===== config.mk =====
export PLATFORM = sky130hd
export DESIGN_NAME = cse_sub_pipe
export DESIGN_NICKNAME = d
export VERILOG_FILES = /design/src/rtl/rca_4.sv /design/src/rtl/cse_sub_pipe.sv
export SDC_FILE = /design/constraint.sdc
export NUM_CORES = 1
export LEC_CHECK = 0
export ABC_AREA = 1
export CAP_MARGIN = 20
export CORE_MARGIN = 5
export CORE_UTILIZATION = 49
export CTS_CLUSTER_DIAMETER = 50
export DETAILED_ROUTE_END_ITERATION = 10
export GPL_TIMING_DRIVEN = 0
export PLACE_DENSITY_LB_ADDON = 0.25
export SYNTH_ARGS = -nofsm -noshare
export SYNTH_HDL_FRONTEND = slang
export SYNTH_SLANG_ARGS = --single-unit

===== constraint.sdc =====
create_clock -name clk -period 1.6 [get_ports clk]
set_input_delay 0.32 -clock clk [delete_from_list [all_inputs] [get_ports clk]]
set_output_delay 0.32 -clock clk [all_outputs]
set_load 0.005 [all_outputs]

===== src/rtl/rca_4.sv =====
// 4-bit ripple-carry adder: {co, s} = a + b + ci.
module rca_4 (
  input  logic [3:0] a,
  input  logic [3:0] b,
  input  logic       ci,
  output logic [3:0] s,
  output logic       co
);

  logic [4:0] sum;

  assign sum = {1'b0, a} + {1'b0, b} + {4'b0000, ci};
  assign s   = sum[3:0];
  assign co  = sum[4];

endmodule


===== src/rtl/cse_sub_pipe.sv =====
// Two-stage 8-bit carry-select subtractor: {bout,d} = a - b - bin.
// Stage 1 adds a + ~b + ~bin with a low-nibble adder and two speculative
// high-nibble adders; stage 2 picks the high nibble by the low-nibble carry.
// Both stages use a valid/ready handshake with full-throughput backpressure.
module cse_sub_pipe (
  input  logic       clk,
  input  logic       rst_n,
  input  logic [7:0] a,
  input  logic [7:0] b,
  input  logic       bin,
  input  logic       in_valid,
  output logic       in_ready,
  output logic [7:0] d,
  output logic       bout,
  output logic       z,
  output logic       out_valid,
  input  logic       out_ready
);

  // stage-1 adder outputs
  logic [3:0] lo_sum;
  logic       lo_co;
  logic [3:0] hi0_sum;
  logic       hi0_co;
  logic [3:0] hi1_sum;
  logic       hi1_co;

  // stage-1 registers
  logic       vld_p1;
  logic [3:0] d_lo_p1;
  logic       p_p1;
  logic [3:0] s0_p1;
  logic       c0_p1;
  logic [3:0] s1_p1;
  logic       c1_p1;

  // stage-2 select results
  logic [3:0] hi_sel;
  logic       co_sel;

  logic       s2_ready;
  logic       in_xfer;

  assign s2_ready = ~out_valid | out_ready;
  assign in_ready = ~vld_p1 | s2_ready;
  assign in_xfer  = in_valid & in_ready;

  rca_4 u_rca_lo (
    .a  (a[3:0]),
    .b  (~b[3:0]),
    .ci (~bin),
    .s  (lo_sum),
    .co (lo_co)
  );

  rca_4 u_rca_hi0 (
    .a  (a[7:4]),
    .b  (~b[7:4]),
    .ci (1'b0),
    .s  (hi0_sum),
    .co (hi0_co)
  );

  rca_4 u_rca_hi1 (
    .a  (a[7:4]),
    .b  (~b[7:4]),
    .ci (1'b1),
    .s  (hi1_sum),
    .co (hi1_co)
  );

  // ---- stage 1 boundary ----

  // Stage-1 valid: refill or drain whenever stage 1 may move, else hold.
  always_ff @(posedge clk or negedge rst_n) begin
    if (!rst_n) begin
      vld_p1 <= 1'b0;
    end else if (in_ready) begin
      vld_p1 <= in_valid;
    end
  end

  // Stage-1 data: capture the low sum and both speculative high sums on accept.
  always_ff @(posedge clk) begin
    if (in_xfer) begin
      d_lo_p1 <= lo_sum;
      p_p1    <= lo_co;
      s0_p1   <= hi0_sum;
      c0_p1   <= hi0_co;
      s1_p1   <= hi1_sum;
      c1_p1   <= hi1_co;
    end
  end

  // Carry-select: low-nibble carry chooses the high-nibble sum and final carry.
  always_comb begin
    hi_sel = s0_p1;
    co_sel = c0_p1;
    if (p_p1) begin
      hi_sel = s1_p1;
      co_sel = c1_p1;
    end
  end

  // ---- stage 2 boundary ----

  // Output register: advance when downstream has room, hold under backpressure.
  always_ff @(posedge clk or negedge rst_n) begin
    if (!rst_n) begin
      out_valid <= 1'b0;
      d         <= 8'h00;
      bout      <= 1'b0;
      z         <= 1'b0;
    end else if (s2_ready) begin
      out_valid <= vld_p1;
      if (vld_p1) begin
        d    <= {hi_sel, d_lo_p1};
        bout <= ~co_sel;
        z    <= ({hi_sel, d_lo_p1} == 8'h00);
      end
    end
  end

endmodule


==> run metrics <==
Tot GR Track Use=12.9%; Final Skew=0.00722 ns; multi-input logic area=631 sq um; row count=19; via/cell ratio=4.78; syn_area_per_cell=9.57 sq um; Final GP Congestion=0.823; VDD IR max=0.391 mV; iteration-0 DRC count of the detailed router=25; Core Region=2810 sq um; M3 GR Usage=2.42%; r2r endpoint=d_lo_p1[0]$_DFFE_PP_; synthesized area=between 1000 and 1500 sq um; mux contribution to synthesized area=1.03%; first-pass GRT wire length=approximately 4.3 mm; Max Clk Rate=646 MHz; Leak Pwr=approximately 0.90 nW; max-slew violations=0; fin nets=224; # hold bufs at CTS=0; Post-Syn Nets=~180; vias in the first global route=1085; DRT Wirelength=2.49 mm; largest family of logic cells by synthesized area=simple AND/OR/NAND/NOR gates; post-layout worst setup margin=0.0530 ns; r2r setup slk=0.21 ns; Post-Place Setup Slack=-0.878 ns; worst skew pair latency=0.31 ns; Sequential Area=751 sq um; initial antenna violation count=0; reg2reg start=out_valid$_DFFE_PN0P_; Crit-path slowest cell=fa_2; layout filler cell count=251; Min-Delay Path Class=in2async; CTS tree=built; WP data arrival=1.63 ns; max_cap viols=0; final hold violation count=0; critical path launch point type=input port; largest net degree at the start of global routing=16; crit end category=flop; GRT met2 Usage=25.3%; Area growth syn-to-layout=32.2%; clock sink total=27; Setup CP Type=in2reg; Initial Util=51.8%; commonest cells after routing, fill and taps aside=nand2_1, clkdlybuf4s50_1, inv_1, edfxtp_1, dfrtp_1; crit-path max FO=2; XOR/XNOR Fraction of Synth Area=~1.2%; Final Cycle Share=96.7%; 1st-pass router iterations=4; WL per Instance=between 10 and 15 um; width of the die=64.5 um; most common cell after layout, fill and taps aside=nand2_1; WP data required=1.69 ns; Layout Cells excl Fill=222; Post-Synth Simple-Gate Area=20.0%; post-synthesis adder-cell area fraction=11.0%; outcome=complete, no violations; TritonCTS Buffers=3; Mapped Cells=152; met1 Track Usage GR=roughly an eighth; synth unique cells=26; # DRC=0; Slew HR=between 60% and 70%; Post-DRT Antenna Nets=0; hold slack final=around 0.33 ns; GR Overflow Total=0; I/O Pins=33; H-tree lvl count=1; layout cells sized above 1=approximately a fifth; number of port buffers=32; post-synthesis sequential area ratio=51.6%; Final Setup Violations=0; clk buf depth=2; CTS root buf=clkbuf_4; worst-case reg-to-reg path depth=3; Die Footprint=4160 sq um; compound-cell area share of the yosys netlist=6.11%; via count=1062; min cycle time layout=1.55 ns; critical path cell sequence=buf_4, inv_12, ha_4, inv_2, fa_2, inv_2, ha_4, buf_4, nor2_2, nor2_1; clock-pin slew on the worst setup and hold paths=between 0.1 and 0.15 ns; synth warn=0; DIE HEIGHT=64.5 um; pwr dens=948 nW/um^2; antenna fix cells=0; Yosys reg bits=27; dpl hpwl=between 2 and 2.5 mm; GR peak layer=met2; placed cell count=215; worst slew pin tran=0.542 ns; RSZ-0062 raised after global routing=no; max incr delay on CP=0.53 ns
==> timing repair <==
action                                  CTS  global route
buffers inserted                          2             1
endpoints found under the setup margin   11             3
resized for setup                        21             8
pin swaps                                 5             5
==> report_power, final <==
group          internal, mW  switching [mW]  total [mW]
clock                0.0934           0.188       0.281
combinational         0.324           0.274       0.598
sequential            0.884          0.0586       0.942
total                  1.30           0.521        1.82
==> worst max-delay path: cells and delay by family <==
family | cells | cell delay, ns
buffers and inverters | 5 | 0.40
adder cells (fa/ha/maj) | 3 | 0.79
AND/OR/NAND/NOR | 2 | 0.13
==> worst max path at each step <==
stage,endpoint,slack (ns),depth (start not counted),from
after floorplan,c1_p1$_DFFE_PP_,-0.14,11,b[4]
after global placement,c1_p1$_DFFE_PP_,-0.84,12,b[4]
after detailed placement,c1_p1$_DFFE_PP_,-0.88,12,b[4]
after CTS,c1_p1$_DFFE_PP_,0.009,11,a[4]
after global routing,d[2],0.01,1,d[2]$_DFFE_PN0P_
final,s1_p1[2]$_DFFE_PP_,0.05,10,b[4]
==> cells in the mapped netlist, drive strengths merged <==
cell / count / share of area [%]
nor3: 2 / 1.0
o21bai: 1 / 0.52
buf: 2 / 1.3
dfrtp: 12 / 21
nand2: 44 / 13
xnor2: 1 / 0.60
edfxtp: 15 / 31
mux2: 1 / 1.0
ha: 8 / 6.9
nand3: 9 / 3.4
o21a: 1 / 0.52
xor2: 1 / 0.60
a21oi: 3 / 1.0
inv: 30 / 7.7
nor2: 8 / 2.6
o21ai: 11 / 4.0
fa: 3 / 4.1
==> flip-flops by register name, indices dropped and copies added (netlist names) <==
name,flops
d,8
d_lo_p1,4
s0_p1,4
s1_p1,4
bout,1
c0_p1,1
c1_p1,1
out_valid,1
p_p1,1
vld_p1,1
z,1
==> per-layer routing <==
layer  up-vias  wire length (um)
met5         -                 0
met4         0                19
met3         2               146
met2        30              1370
met1       473               960
li1        557                 -
==> kinds of logic after synthesis <==
kind of cell	count (synthesis)
adder cells (fa/ha/maj)	11
AO/OA/AOI/OAI	16
multiplexers	1
XOR/XNOR	2
buffers and inverters	32
flip-flops	27
AND/OR/NAND/NOR	63
==> stage by stage <==
step | power [mW] | setup TNS [ns] | cell area (sq um) | utilization (%)
after floorplan | 1.25 | -0.157 | 1480 | -
after global placement | 1.51 | -8.89 | 1840 | 65.6
after detailed placement | 1.54 | -9.70 | 1840 | 65.6
after CTS | 1.83 | 0 | 1890 | 67.5
after global routing | 1.96 | 0 | 1920 | 68.5
final | 1.82 | 0 | 1920 | 68.5
==> final cells by class <==
cell class	instances	share of cell area, %
Sequential cell	27	39.1
Multi-Input combinational cell	93	32.8
Timing Repair Buffer	35	17.2
Inverter	30	6.51
Tap cell	31	2.02
Clock buffer	3	1.17
Buffer	2	0.977
Clock inverter	1	0.260
(Power assumes the default switching activity.)
